## src/rtl/cpu_seq_pkg.sv

```systemverilog
// Shared definitions for the CPU control sequencer: FSM state encoding and opcodes.
// The datapath and ALU import the same opcode values.
package cpu_seq_pkg;

  localparam int OP_W   = 3;
  localparam int WORD_W = 8;

  typedef enum logic [2:0] {
    S_RESET,
    S_FETCH_A,
    S_FETCH_D,
    S_DECODE,
    S_EXEC,
    S_HALT
  } state_t;

  localparam logic [OP_W-1:0] OP_LOAD  = 3'b000;
  localparam logic [OP_W-1:0] OP_STORE = 3'b001;
  localparam logic [OP_W-1:0] OP_ADD   = 3'b010;
  localparam logic [OP_W-1:0] OP_SUB   = 3'b011;
  localparam logic [OP_W-1:0] OP_XOR   = 3'b100;
  localparam logic [OP_W-1:0] OP_BNE   = 3'b101;
  localparam logic [OP_W-1:0] OP_NOP   = 3'b110;
  localparam logic [OP_W-1:0] OP_HALT  = 3'b111;

endpackage

```

## src/rtl/cpu_sequencer_if.sv

```systemverilog
// Control bundle between the sequencer (master) and the datapath/memories (slave).
interface cpu_sequencer_if;
  import cpu_seq_pkg::*;

  logic [OP_W-1:0] op;
  logic z_flag;
  logic mem_ready;

  logic PC_bus, INC_PC, load_PC, load_IR, Addr_bus;
  logic load_MAR, MDR_bus, load_MDR, CS, R_NW;
  logic ACC_bus, load_ACC, ALU_ACC, ALU_add, ALU_sub, ALU_xor;
  logic halted;

  modport master (
    input  op, z_flag, mem_ready,
    output PC_bus, INC_PC, load_PC, load_IR, Addr_bus,
           load_MAR, MDR_bus, load_MDR, CS, R_NW,
           ACC_bus, load_ACC, ALU_ACC, ALU_add, ALU_sub, ALU_xor,
           halted
  );

  modport slave (
    output op, z_flag, mem_ready,
    input  PC_bus, INC_PC, load_PC, load_IR, Addr_bus,
           load_MAR, MDR_bus, load_MDR, CS, R_NW,
           ACC_bus, load_ACC, ALU_ACC, ALU_add, ALU_sub, ALU_xor,
           halted
  );

endinterface

```

## src/rtl/cpu_sequencer.sv

```systemverilog
// Fetch/decode/execute control FSM for the shared-sysbus CPU, with memory wait states.
// Outputs are decoded from the state so an async reset clears them the same instant.
module cpu_sequencer
  import cpu_seq_pkg::*;
(
  input  logic            clock,
  input  logic            n_reset,
  cpu_sequencer_if.master bus
);

  state_t state, nextState;

  always_ff @(posedge clock or negedge n_reset) begin
    if (!n_reset) state <= S_RESET;
    else          state <= nextState;
  end

  // R_NW idles high so the memory never sees a write unless STORE executes.
  always_comb begin
    nextState    = state;
    bus.PC_bus   = 1'b0;
    bus.INC_PC   = 1'b0;
    bus.load_PC  = 1'b0;
    bus.load_IR  = 1'b0;
    bus.Addr_bus = 1'b0;
    bus.load_MAR = 1'b0;
    bus.MDR_bus  = 1'b0;
    bus.load_MDR = 1'b0;
    bus.CS       = 1'b0;
    bus.R_NW     = 1'b1;
    bus.ACC_bus  = 1'b0;
    bus.load_ACC = 1'b0;
    bus.ALU_ACC  = 1'b0;
    bus.ALU_add  = 1'b0;
    bus.ALU_sub  = 1'b0;
    bus.ALU_xor  = 1'b0;
    bus.halted   = 1'b0;
    case (state)
      S_RESET: nextState = S_FETCH_A;
      S_FETCH_A: begin
        bus.PC_bus   = 1'b1;
        bus.load_MAR = 1'b1;
        bus.INC_PC   = 1'b1;
        nextState    = S_FETCH_D;
      end
      S_FETCH_D: begin
        bus.CS      = 1'b1;
        bus.MDR_bus = 1'b1;
        bus.load_IR = bus.mem_ready;
        if (bus.mem_ready) nextState = S_DECODE;
      end
      S_DECODE: begin
        case (bus.op)
          OP_HALT: nextState = S_HALT;
          OP_BNE: begin
            if (!bus.z_flag) begin
              bus.Addr_bus = 1'b1;
              bus.load_PC  = 1'b1;
            end
            nextState = S_FETCH_A;
          end
          OP_LOAD, OP_STORE, OP_ADD, OP_SUB, OP_XOR: begin
            bus.Addr_bus = 1'b1;
            bus.load_MAR = 1'b1;
            nextState    = S_EXEC;
          end
          default: nextState = S_FETCH_A;
        endcase
      end
      S_EXEC: begin
        case (bus.op)
          OP_LOAD, OP_ADD, OP_SUB, OP_XOR: begin
            bus.CS       = 1'b1;
            bus.MDR_bus  = 1'b1;
            bus.load_ACC = bus.mem_ready;
            bus.ALU_ACC  = (bus.op == OP_LOAD);
            bus.ALU_add  = (bus.op == OP_ADD);
            bus.ALU_sub  = (bus.op == OP_SUB);
            bus.ALU_xor  = (bus.op == OP_XOR);
            if (bus.mem_ready) nextState = S_FETCH_A;
          end
          OP_STORE: begin
            bus.CS       = 1'b1;
            bus.ACC_bus  = 1'b1;
            bus.load_MDR = 1'b1;
            bus.R_NW     = 1'b0;
            if (bus.mem_ready) nextState = S_FETCH_A;
          end
          default: nextState = S_FETCH_A;
        endcase
      end
      S_HALT:  bus.halted = 1'b1;
      default: nextState = S_RESET;
    endcase
  end

endmodule

```

## src/flat_wrapper.sv

```systemverilog
// flat-port wrapper written by rule: the top's interface ports become plain ports
module cpu_sequencer_flat import cpu_seq_pkg::*;
  (clock, n_reset, bus_op, bus_z_flag, bus_mem_ready, bus_PC_bus, bus_INC_PC, bus_load_PC, bus_load_IR, bus_Addr_bus, bus_load_MAR, bus_MDR_bus, bus_load_MDR, bus_CS, bus_R_NW, bus_ACC_bus, bus_load_ACC, bus_ALU_ACC, bus_ALU_add, bus_ALU_sub, bus_ALU_xor, bus_halted);
  cpu_sequencer_if bus_i ();
  input  logic clock;
  input  logic n_reset;
  input wire logic [$bits(bus_i.op)-1:0] bus_op;
  input wire logic [$bits(bus_i.z_flag)-1:0] bus_z_flag;
  input wire logic [$bits(bus_i.mem_ready)-1:0] bus_mem_ready;
  output wire logic [$bits(bus_i.PC_bus)-1:0] bus_PC_bus;
  output wire logic [$bits(bus_i.INC_PC)-1:0] bus_INC_PC;
  output wire logic [$bits(bus_i.load_PC)-1:0] bus_load_PC;
  output wire logic [$bits(bus_i.load_IR)-1:0] bus_load_IR;
  output wire logic [$bits(bus_i.Addr_bus)-1:0] bus_Addr_bus;
  output wire logic [$bits(bus_i.load_MAR)-1:0] bus_load_MAR;
  output wire logic [$bits(bus_i.MDR_bus)-1:0] bus_MDR_bus;
  output wire logic [$bits(bus_i.load_MDR)-1:0] bus_load_MDR;
  output wire logic [$bits(bus_i.CS)-1:0] bus_CS;
  output wire logic [$bits(bus_i.R_NW)-1:0] bus_R_NW;
  output wire logic [$bits(bus_i.ACC_bus)-1:0] bus_ACC_bus;
  output wire logic [$bits(bus_i.load_ACC)-1:0] bus_load_ACC;
  output wire logic [$bits(bus_i.ALU_ACC)-1:0] bus_ALU_ACC;
  output wire logic [$bits(bus_i.ALU_add)-1:0] bus_ALU_add;
  output wire logic [$bits(bus_i.ALU_sub)-1:0] bus_ALU_sub;
  output wire logic [$bits(bus_i.ALU_xor)-1:0] bus_ALU_xor;
  output wire logic [$bits(bus_i.halted)-1:0] bus_halted;
  assign bus_i.op = bus_op;
  assign bus_i.z_flag = bus_z_flag;
  assign bus_i.mem_ready = bus_mem_ready;
  assign bus_PC_bus = bus_i.PC_bus;
  assign bus_INC_PC = bus_i.INC_PC;
  assign bus_load_PC = bus_i.load_PC;
  assign bus_load_IR = bus_i.load_IR;
  assign bus_Addr_bus = bus_i.Addr_bus;
  assign bus_load_MAR = bus_i.load_MAR;
  assign bus_MDR_bus = bus_i.MDR_bus;
  assign bus_load_MDR = bus_i.load_MDR;
  assign bus_CS = bus_i.CS;
  assign bus_R_NW = bus_i.R_NW;
  assign bus_ACC_bus = bus_i.ACC_bus;
  assign bus_load_ACC = bus_i.load_ACC;
  assign bus_ALU_ACC = bus_i.ALU_ACC;
  assign bus_ALU_add = bus_i.ALU_add;
  assign bus_ALU_sub = bus_i.ALU_sub;
  assign bus_ALU_xor = bus_i.ALU_xor;
  assign bus_halted = bus_i.halted;
  cpu_sequencer u_core (.clock(clock), .n_reset(n_reset), .bus(bus_i));
endmodule
```

## config.mk

```make
export PLATFORM = sky130hd
export DESIGN_NAME = cpu_sequencer_flat
export DESIGN_NICKNAME = d
export VERILOG_FILES = /design/src/rtl/cpu_seq_pkg.sv /design/src/rtl/cpu_sequencer_if.sv /design/src/rtl/cpu_sequencer.sv /design/src/flat_wrapper.sv
export SDC_FILE = /design/constraint.sdc
export NUM_CORES = 1
export LEC_CHECK = 0
export ABC_AREA = 1
export BUFFER_PORTS_ARGS = -buffer_cell sky130_fd_sc_hd__buf_2
export CAP_MARGIN = 20
export CORE_AREA = 3 3 40 42
export DETAILED_ROUTE_END_ITERATION = 16
export DIE_AREA = 0 0 43 45
export SLEW_MARGIN = 20
export SYNTH_ARGS = -nofsm -noshare
export SYNTH_HDL_FRONTEND = slang
export SYNTH_SLANG_ARGS = --single-unit
```

## constraint.sdc

```tcl
create_clock -name clock -period 1.22 [get_ports clock]
set_clock_uncertainty 0.1 [all_clocks]
set_input_delay 0.183 -clock clock [delete_from_list [all_inputs] [get_ports clock]]
set_output_delay 0.183 -clock clock [all_outputs]
set_load 0.05 [all_outputs]
```

==> impl.org, run 1 <==
** Pwr
- Power per cell area :: 2536 mW/mm^2
- Of the total power, the share spent switching nets is 0.5493.
- The internal portion of the total power is 0.9824 mW.
- Share of total power in the clock network :: 0.078
- Share of power burned in combinational logic :: 0.809
- Leakage :: 0.4081 nW
- Overall power consumption after layout is estimated at 2.180 mW.
- The worst-case IR drop observed on VDD is 1.902 mV.
- Net switching component of the power :: 1.198 mW
- Share of power burned in registers :: 0.113

** Drt
- Detailed-router iteration count before antenna repair :: 1
- Detailed routing inserted a total of 483 vias.
- In the final routed layout, each cell accounts on average for 10.61 um.
- Drt via density :: 4.431
- The count of nets left with antenna violations once routing finished came out at 0.
- The first routing iteration left 0 violations.
- Wires add up to 1157 um.
- Post-route DRC violation count :: 0

** STA
- Setup Viol. Count Final :: 19
- The number of hold violations in the final report was 0.
- Headroom to the max-slew limit came out at 0.7591.
- Final critical-path required period :: 1.632 ns
- Max Slew Vio Count :: 0
- Setup repair after global routing could not meet its margin everywhere.
- Of the available clock period, the critical path in the final layout requires 1.338.
- Worst-margin pin slew :: 0.3598 ns
- Achievable clock frequency :: 612.8 MHz
- Setup slack of the critical path after layout :: -0.4119 ns

** Synthesis
- For this run, the number of Yosys warnings is 0.
- Averaged over all synthesized cells, the footprint is 6.039 um^2.
- Distinct cell type count of the synthesized netlist :: 19
- Main flop type after synthesis :: dfrtp_1
- The synthesized design spends more area on one cell type than any other, namely dfrtp_1.
- Among all cell types in the netlist, the one instantiated most often is nand2_1.
- Yosys reg bits :: 3
- Portion of synthesized cell area occupied by the leading cell type :: 0.2390
- Counting flops with an async set or reset pin after synthesis yields a share of 1.000.
- The number of nets handed over by synthesis was 59.
- After synthesis the cells add up to 314.1 um^2.
- Count of flip-flops with a built-in enable after synthesis :: 0
- Of the synthesized area, sequential elements account for 0.2390.
- Counting instances in the post-synthesis netlist gives the leading cell types as nand2_1 (13), nor2_1 (8), inv_2 (5), nand2_2 (4).
- Post-synthesis cell count :: 52
- Dominant cells by area after synthesis :: dfrtp_1 (24%), nand2_1 (16%), nor2_1 (9.6%)

** GRT
- The number of antenna violations at the first check in global routing was 0.
- Maximum number of pins on one net before global-route repair :: 8
- Aggregate global routing overflow :: 0
- In the global route stage, overall resource usage came out at 0.1392.
- Via count of the first global-routing pass :: 467
- The first global-routing pass estimated 1973 um of wire.

** Setup path
- Traced cell by cell, the critical path runs through nor2_4, nand2_4, nor3_4, buf_6.
- Largest fanout on the critical path :: 7
- Critical R2R Capture :: u_core.state[0]
- The largest single stage delay on the critical path is 0.47 ns.
- Arrival time of data at the critical path endpoint :: 1.35 ns
- The worst setup path is of the register to output pin kind.
- Following the worst setup path forward leads to its endpoint at bus_ALU_add.
- Reg2reg setup slack :: -0.18 ns
- In this run the critical register-to-register path is launched from u_core.state[2].
- For the worst flop-to-flop path, the logic depth is 7.
- Critical Path RT :: 0.94 ns
- STA classifies the critical path startpoint as a register.
- Kind of capture point of the worst setup path :: output pin
- Worst path slowest cell :: dfrtp_2
- The critical path starts at u_core.state[0].

** Clocking
- After clock tree synthesis, the clock-pin slew on the worst setup and hold paths is 0.04 ns.
- TritonCTS built the clock tree.
- # clock sinks :: 3
- Buffers inserted during clock tree synthesis total 3.
- Clk Latency, worst-skew pair :: 0.23 ns
- Counting along the longest clock path gives a buffer depth of 2.
- CTS root buffer :: clkbuf_4
- Deepest level of the CTS H-tree :: 1
- After clock tree synthesis, the setup repair step added 0 buffers.

** Final layout
- After filler insertion, the fill cell instance count of the layout stands at 109.
- The largest registers in the layout are u_core.state (3).
- Flip-flop count of the largest register, all copies and words added :: 3
- The repair_antennas step left the layout with diodes totalling 0.
- Final Cell Area :: 859.6 um^2
- At the end of the flow the core is filled with cells to 0.6689.
- Fin nets :: 102
- Area of the multi-input gates :: 336.6 um^2
- Top register by number of flip-flops :: u_core.state
- Register area :: 77.57 um^2
- Signed area change from the synthesized netlist to the final layout :: 173.7%
- Fraction of layout cells with a size suffix above 1 :: 0.7660

** Floorplanning
- For this configuration, the core starts out at a cell density of 0.2444.
- Die extent in y :: 45 um
- The floorplan has 13 rows.
- Placeable core area :: 0.001285 mm^2
- The floorplan step set the die width to 43 um.
- 24 I/O pins were placed.
- The die covers 0.001935 mm^2.

** Place
- Count of port buffers added during placement :: 23
- Final weighted congestion of routability-driven global placement :: 0.8026
- Post-Place Cell Area :: 663.1 um^2
- The wire-length estimate of the detail-placed layout is 845.5 um.

** Run status
- The run finished, with violations left.
- The checks that failed: negative setup slack.

** Hold path
- Hold WC Path Type :: input port to async pin

** Run
- The tool flagged a number of max-cap violations equal to 0.
-- layout make-up --
type | instances | area share
repair buffers | 40 | 0.4309
multi-input cells | 39 | 0.3916
inverters | 8 | 0.03493
clock buffers | 4 | 0.03057
well taps | 15 | 0.02183
flip-flops and latches | 3 | 0.09025
-- per-layer routing --
| layer | share of wire | track usage | vias up |
|---|---|---|---|
| met2 | 0.56 | 0.2545 | 14 |
| li1 | - | - | 248 |
| met1 | 0.37 | 0.1522 | 219 |
| met5 | 0 | 0 | - |
| met3 | 0.054 | 0.02789 | 2 |
| met4 | 0.012 | 0.07229 | 0 |
-- cell families (layout without fill, tap and decap cells) --
| group | count (synthesis) | after routing | share of synthesized area |
|---|---|---|---|
| compound gates | 6 | 6 | 0.1195 |
| buf+inv | 10 | 52 | 0.1434 |
| flops | 3 | 3 | 0.2390 |
| simple gates | 33 | 33 | 0.4980 |
-- metrics by stage --
step	cells	setup WS (ns)	setup TNS (ns)	hold WS [ns]
detailed placement	104	-0.2809	-3.215	-0.1206
global placement	104	-0.2505	-3.132	-0.1228
global route	109	-0.4784	-7.361	0.2164
floorplan	52	-0.3643	-3.444	-0.2126
finish	109	-0.4119	-5.984	0.2047
CTS	109	-0.3968	-5.935	0.1672
-- cell usage in the layout, fill, tap and decap left out, types with 2 or more instances in the layout --
cell / instances
dfrtp_2: 2
buf_2: 6
nor2_4: 9
nand2_1: 9
nand2_4: 4
nand2_2: 4
inv_1: 3
buf_4: 16
buf_8: 5
buf_6: 12
inv_2: 5
clkbuf_4: 3
-- how the worst min path moves through the flow --
stage	from	to	slack [ns]	depth (start not counted)
after global routing	n_reset	u_core.state[0]	0.22	2
after detailed placement	n_reset	u_core.state[1]	-0.12	1
after CTS	n_reset	u_core.state[1]	0.17	2
after floorplan	n_reset	u_core.state[0]	-0.21	0
final	n_reset	u_core.state[1]	0.20	2
after global placement	n_reset	u_core.state[1]	-0.12	1
-- what timing repair did --
action	4_1_cts	5_1_grt
gates resized for setup	38	9
endpoints found under the setup margin	19	19
hold endpoints to repair	3	0
pin swaps	3	3
hold buffers	1	0
-- worst max-delay path: cells and delay by family (launching register included) --
family	cells	cell delay (ns)
simple gates	3	0.47
flops	1	0.47
buf+inv	1	0.17
-- power groups by stage --
stage,Combinational (mW),Sequential (mW),Clock (mW)
after floorplan,1.03,0.255,0
after global routing,1.86,0.254,0.196
final,1.76,0.247,0.171
after global placement,1.42,0.236,0
after CTS,1.69,0.237,0.176
after detailed placement,1.43,0.235,0
(Power assumes the default switching activity.)
==> run 2, diff against run 1 <==
--- a/config.mk
+++ b/config.mk
@@ -11,6 +11,7 @@
 export CORE_AREA = 3 3 40 42
 export DETAILED_ROUTE_END_ITERATION = 16
 export DIE_AREA = 0 0 43 45
+export REMOVE_ABC_BUFFERS = 1
 export SLEW_MARGIN = 20
 export SYNTH_ARGS = -nofsm -noshare
 export SYNTH_HDL_FRONTEND = slang
==> impl.org, run 2 (synthesized netlist as in run 1, its figures left out) <==
** Place
- Post-Place Cell Area :: 515.5 um^2 (was 663.1 um^2)
- HPWL after detailed placement :: 760.8 um (was 845.5 um)
- Total instance count after detailed placement :: 99 (was 104)
- The post-placement setup slack came to -0.2072 ns (was -0.2809 ns).
- Count of port buffers added during placement :: 23 (unchanged)
- Final weighted congestion of routability-driven global placement :: 0.7281 (was 0.8026)

** Final layout
- Signed area change from the synthesized netlist to the final layout :: 146.6% (was 173.7%)
- The area taken by multi-input logic gates was 264.0 um^2 (was 336.6 um^2).
- Most frequent cells in the layout :: buf_6 (17), buf_4 (13), nand2_1 (10) (was buf_4 (16), buf_6 (12), nor2_4 (9), nand2_1 (9), buf_2 (6))
- The largest register by flop count was u_core.state (unchanged).
- Commonest non-fill, non-tap cell in the layout :: buf_6 (was buf_4)
- Filler cell count in the final layout :: 117 (was 109)
- Register area :: 76.32 um^2 (was 77.57 um^2)
- Final Non-Filler Cells :: 108 (was 109)
- Fraction of layout cells with a size suffix above 1 :: 0.6989 (was 0.7660)
- Antenna diode instance count :: 0 (unchanged)
- Largest registers: u_core.state (3) (unchanged).
- Flip-flop count of the largest register, all copies and words added :: 3 (unchanged)
- The final design instance area without fill was 774.5 um^2 (was 859.6 um^2).
- The share of the core filled with cells in the final layout was 0.6027 (was 0.6689).
- The net count reported at finish came to 101 (was 102).

** Drt
- Post-detailed-route count of antenna-violating nets :: 0 (unchanged)
- The routed length per instance was 10.63 um (was 10.61 um).
- Total wirelength of the detailed-routed design :: 1148 um (was 1157 um)
- The detailed-route vias per instance is 4.361 (was 4.431).
- The initial detailed-routing violation count is 2 (was 0).
- The count of vias placed by the detailed router came to 471 (was 483).
- The number of remaining DRC errors is 0 (unchanged).
- The number of detailed-routing iterations run before antenna repair was 2 (was 1).

** Setup path
- The startpoint type of the worst setup path was a register (unchanged).
- Critical Path RT :: 0.94 ns (about the same)
- The slowest cell on the critical path was dfrtp_1 (was dfrtp_2).
- Cells along the critical path :: inv_2, nand2_4, buf_4, nor4_4, buf_6 (was nor2_4, nand2_4, nor3_4, buf_6)
- Critical path's largest stage delay :: 0.38 ns (was 0.47 ns)
- The total buffers and inverters traversed by the critical path came to 3 (was 1).
- The highest fanout seen on the critical path was 2 (was 7).
- The kind of end point of the critical path is an output pin (unchanged).
- Category of cells accounting for the largest share of critical-path delay :: buffers and inverters (was simple AND/OR/NAND/NOR gates)
- Setup CP Type :: register to output pin (unchanged)
- Arrival time of data at the critical path endpoint :: 1.35 ns (about the same)

** STA
- Final critical-path required period :: 1.630 ns (was 1.632 ns)
- The number of hold violations in the final report is 0 (unchanged).
- Worst-margin pin slew :: 0.2888 ns (was 0.3598 ns)
- Worst hold margin :: 0.1721 ns (was 0.2047 ns)
- The aggregate negative setup slack was -5.986 ns (was -5.984 ns).
- Setup slack of the critical path after layout :: -0.4095 ns (was -0.4119 ns)
- The maximum achievable frequency was 613.7 MHz (was 612.8 MHz).
- Crit share post-route :: 1.336 (was 1.338)
- Rel. slew slack :: 0.8066 (was 0.7591)
- Setup repair after global routing missed its margin: true (unchanged).
- The final-report setup violation count came to 19 (unchanged).
- Max Slew Vio Count :: 0 (unchanged)

** GRT
- Global-route wire length before repair :: 1925 um (was 1973 um)
- Aggregate global routing overflow :: 0 (unchanged)
- The number of antenna violations at the first check in global routing is 0 (unchanged).
- Via count of the first global-routing pass :: 449 (was 467)
- The all-layer global routing usage came to 0.1358 (was 0.1392).
- The pin count of the biggest net entering global routing came to 7 (was 8).

** Clocking
- The TritonCTS clock tree is done (unchanged).
- The count of H-tree levels built during CTS came to 1 (unchanged).
- Number of buffers between clock root and the deepest sink :: 2 (unchanged)
- Clk Latency, worst-skew pair :: 0.23 ns (about the same)
- The clock buffer count from CTS is 3 (unchanged).
- CTS root buffer :: clkbuf_4 (unchanged)
- # clock sinks :: 3 (unchanged)
- The clock-pin slew of the registers on the worst-case setup and hold paths is 0.04 ns (about the same).

** Floorplanning
- Site row count :: 13 (unchanged)
- Die Footprint :: 0.001935 mm^2 (unchanged)
- The die width is 43 um (unchanged).
- Placeable core area :: 0.001285 mm^2 (unchanged)
- The count of boundary I/O pins is 24 (unchanged).
- Initial core utilization :: 0.2444 (unchanged)
- Die extent in y :: 45 um (unchanged)

** Run status
- Result of the run: finished with violations (unchanged).
- Violated checks :: negative setup slack (unchanged)

** Run
- The count of maximum capacitance violations is 0 (unchanged).

** Pwr
- Max IR drop VDD :: 1.742 mV (was 1.902 mV)
- Power per cell area :: 2726 mW/mm^2 (was 2536 mW/mm^2)
- Power Total :: 2.111 mW (was 2.180 mW)
- The leakage power figure came to 0.3878 nW (was 0.4081 nW).

** Hold path
- The worst hold path class was input port to async pin (unchanged).
[run 2: cell count changes in the layout (fill, tap and decap cells not counted), moves of 2 or more]
cell | previous run | this run
nor2_4 | 9 | 3
buf_6 | 12 | 17
nor2_2 | 1 | 5
buf_4 | 16 | 13
buf_8 | 5 | 2
nand2_4 | 4 | 2
nor2_1 | 1 | 3
[run 2: power breakdown]
part	switching, mW	internal, mW	leakage, nW
logic	1.01	0.686	0.337
registers	0.0787	0.156	0.0362
clock network	0.0532	0.123	0.0150
total	1.15	0.965	0.388
[run 2: layout make-up]
type,count,share of cell area
multi-input combinational,39,0.3409
clock buffer,4,0.03393
tap,15,0.02423
timing repair buffer,39,0.4637
sequential,3,0.09855
inverter,8,0.03877
[run 2: path summary, 6_finish.rpt]
path                                 start         endpoint  slack [ns]  cells past startpoint
min reg2reg                u_core.state[1]  u_core.state[0]        0.57                      4
max                        u_core.state[1]      bus_ALU_xor       -0.41                      5
min in group clock           bus_mem_ready  u_core.state[2]        0.23                      6
min                                n_reset  u_core.state[2]        0.17                      2
max reg2reg                u_core.state[0]  u_core.state[0]       -0.21                      8
max in group asynchronous          n_reset  u_core.state[0]        0.73                      2
[run 2: repair_timing]
item                                   in CTS  in global routing
pin swaps                                   2                  5
setup buffers                               1                  4
endpoints found under the hold margin       3                  0
gates resized for setup                    41                 15
setup endpoints to repair                  19                 20
hold buffers                                1                  0
[run 2: metal layers]
metal	vias to the layer above	share of wire	GRT usage
met5	-	0	0
met4	0	0.012	0.07229
met3	2	0.097	0.04781
met2	22	0.53	0.2365
met1	205	0.36	0.1449
li1	242	-	-
==> run 3, diff against run 2 <==
--- a/config.mk
+++ b/config.mk
@@ -6,11 +6,12 @@
 export NUM_CORES = 1
 export LEC_CHECK = 0
 export ABC_AREA = 1
-export BUFFER_PORTS_ARGS = -buffer_cell sky130_fd_sc_hd__buf_2
+export BUFFER_PORTS_ARGS = -buffer_cell sky130_fd_sc_hd__buf_4
 export CAP_MARGIN = 20
 export CORE_AREA = 3 3 40 42
 export DETAILED_ROUTE_END_ITERATION = 16
 export DIE_AREA = 0 0 43 45
+export RECOVER_POWER = 50
 export REMOVE_ABC_BUFFERS = 1
 export SLEW_MARGIN = 20
 export SYNTH_ARGS = -nofsm -noshare
==> impl.org, run 3 (synthesized netlist as in run 1, its figures left out) <==
** Drt
- The number of detailed-routing iterations run before antenna repair came to 4 (was 2).
- The count of vias placed by the detailed router was 463 (was 471).
- The number of remaining DRC errors came to 0 (unchanged).
- The post-detailed-route count of antenna-violating nets came to 0 (unchanged).
- The detailed-route vias per instance was 4.410 (was 4.361).
- Number of DRC markers in iteration 0 :: 4 (was 2)
- The total length of routed wires was 990 um (was 1148 um).
- Routed wire per std cell :: 9.429 um (was 10.63 um)

** Clocking
- CTS tree :: done (unchanged)
- The clock sink total was 3 (unchanged).
- The maximum root-to-sink buffer count came to 2 (unchanged).
- The count of H-tree levels built during CTS came to 1 (unchanged).
- The clock-pin slew of the registers on the worst-case setup and hold paths came to 0.04 ns (about the same).
- CTS root buffer :: clkbuf_4 (unchanged)
- Number of CTS-inserted buffers :: 3 (unchanged)
- The clock latency on the worst-skew pair came to 0.22 ns (was 0.23 ns).

** Setup path
- Largest fanout on the critical path :: 7 (was 2)
- Critical path buffer and inverter count :: 1 (was 3)
- The startpoint type of the worst setup path is a register (unchanged).
- The required time reported for the critical path endpoint came to 0.94 ns (about the same).
- Setup CP Type :: register to output pin (unchanged)
- The slowest cell on the critical path is dfrtp_2 (was dfrtp_1).
- Cells along the critical path: nor2_4, o211ai_1, nor2_1, buf_6 (was inv_2, nand2_4, buf_4, nor4_4, buf_6).
- The kind of end point of the critical path was an output pin (unchanged).
- Arrival time of data at the critical path endpoint :: 1.29 ns (was 1.35 ns)
- The peak per-stage delay on the critical path was 0.46 ns (was 0.38 ns).
- Category of cells accounting for the largest share of critical-path delay :: flip-flops (was buffers and inverters)

** Pwr
- Power per cell area :: 2702 mW/mm^2 (was 2726 mW/mm^2)
- Leakage :: 0.3631 nW (was 0.3878 nW)
- Max IR drop VDD :: 2.164 mV (was 1.742 mV)

** Place
- The routability congestion estimate from global placement is 0.7425 (was 0.7281).
- The placed instance area came to 558.0 um^2 (was 515.5 um^2).
- The number of port buffers came to 23 (unchanged).
- HPWL after detailed placement :: 773.3 um (was 760.8 um)

** GRT
- Maximum number of pins on one net before global-route repair :: 8 (was 7)
- Number of antenna violations at the first check in global routing :: 0 (unchanged)
- The total congestion overflow after global routing was 0 (unchanged).
- The all-layer global routing usage is 0.1067 (was 0.1358).
- Global-route wire length before repair :: 1580 um (was 1925 um)
- Via count of the first global-routing pass :: 430 (was 449)

** Floorplanning
- The number of rows in the core area was 13 (unchanged).
- The die width was 43 um (unchanged).
- Die extent in y :: 45 um (unchanged)
- Initial core utilization :: 0.2444 (unchanged)
- The core box area is 0.001285 mm^2 (unchanged).
- The floorplan die area is 0.001935 mm^2 (unchanged).
- The count of boundary I/O pins is 24 (unchanged).

** STA
- Rel. slew slack :: 0.8318 (was 0.8066)
- Worst-margin pin slew :: 0.2511 ns (was 0.2888 ns)
- Setup slack of the critical path after layout :: -0.3577 ns (was -0.4095 ns)
- The number of hold violations in the final report was 0 (unchanged).
- Setup repair after global routing missed its margin: true (unchanged).
- Achievable clock frequency :: 633.8 MHz (was 613.7 MHz)
- The number of pins with negative max-slew slack in the final report is 0 (unchanged).
- Summed negative setup slack over all endpoints :: -5.290 ns (was -5.986 ns)
- Setup Viol. Count Final :: 19 (unchanged)
- Crit share post-route :: 1.293 (was 1.336)
- The worst hold slack came to 0.1900 ns (was 0.1721 ns).
- The post-route minimum period was 1.578 ns (was 1.630 ns).

** Final layout
- The largest register by flop count is u_core.state (unchanged).
- Largest registers :: u_core.state (3) (unchanged)
- Final core area utilization :: 0.5823 (was 0.6027)
- The proportion of layout cells with a drive suffix above 1 is 0.6889 (was 0.6989).
- Most frequent cells in the layout :: buf_4 (18), nand2_1 (12), buf_6 (12) (was buf_6 (17), buf_4 (13), nand2_1 (10))
- Antenna diode instance count :: 0 (unchanged)
- Final Cell Area :: 748.2 um^2 (was 774.5 um^2)
- Signed area change from the synthesized netlist to the final layout :: 138.2% (was 146.6%)
- The leading cell type in the layout, fill and taps excluded is buf_4 (was buf_6).
- Fin nets :: 98 (was 101)
- The flip-flop count of the largest register after layout was 3 (unchanged).

** Run status
- Result of the run :: finished with violations (unchanged)
- Violated checks: negative setup slack (unchanged).

** Run
- Max-capacitance violation count :: 0 (unchanged)

** Hold path
- The worst hold path class was input port to async pin (unchanged).
-- run 3: path summary, 6_finish.rpt --
| path | start | cells after the start | end | slack, ns |
|---|---|---|---|---|
| min reg2reg | u_core.state[1] | 4 | u_core.state[0] | 0.59 |
| max | u_core.state[0] | 4 | bus_load_ACC | -0.36 |
| max reg2reg | u_core.state[0] | 7 | u_core.state[0] | -0.12 |
| min | n_reset | 2 | u_core.state[1] | 0.19 |
| max in group asynchronous | n_reset | 2 | u_core.state[0] | 0.67 |
| min in group clock | bus_mem_ready | 6 | u_core.state[2] | 0.24 |
-- run 3: cell type report --
class	instances	area, um^2
fillers	120	536.8
repair buffers	36	344.1
multi-input cells	39	250.2
flip-flops and latches	3	76.32
inverters	8	32.53
clock buffers	4	26.28
well taps	15	18.77
-- run 3: where the power goes --
group / switching, mW / total [mW] / internal (mW)
Combinational: 0.985 / 1.62 / 0.639
Clock: 0.0461 / 0.168 / 0.122
Sequential: 0.0726 / 0.229 / 0.157
Total: 1.10 / 2.02 / 0.918
-- run 3: routing by layer --
layer / share of wire / vias up / track usage
li1: - / 240 / -
met1: 0.36 / 199 / 0.1159
met2: 0.53 / 24 / 0.1946
met3: 0.11 / 0 / 0.03586
met4: 0 / 0 / 0.03614
met5: 0 / - / 0
-- run 3: through the flow --
stage	instances	power, mW	worst slack [ns]
global route	105	2.147	-0.4611
CTS	104	1.817	-0.3634
detailed placement	97	1.477	-0.1626
floorplan	50	1.040	-1.109
global placement	97	1.474	-0.1532
finish	105	2.022	-0.3577
-- run 3: what timing repair did --
action	in CTS	in global routing
buffers inserted	2	1
pin swaps	2	5
hold endpoints to repair	3	0
hold buffers	1	0
setup endpoints to repair	17	19
resized for setup	16	22
-- run 3: worst reg2reg max path, cell delays in order, from the launching register on --
cell and delay [ns]:
dfrtp_2 0.46, nor2_4 0.15, buf_4 0.11, nand2_1 0.05, nand2_2 0.08, buf_4 0.11, nand2_2 0.04, a21boi_1 0.12
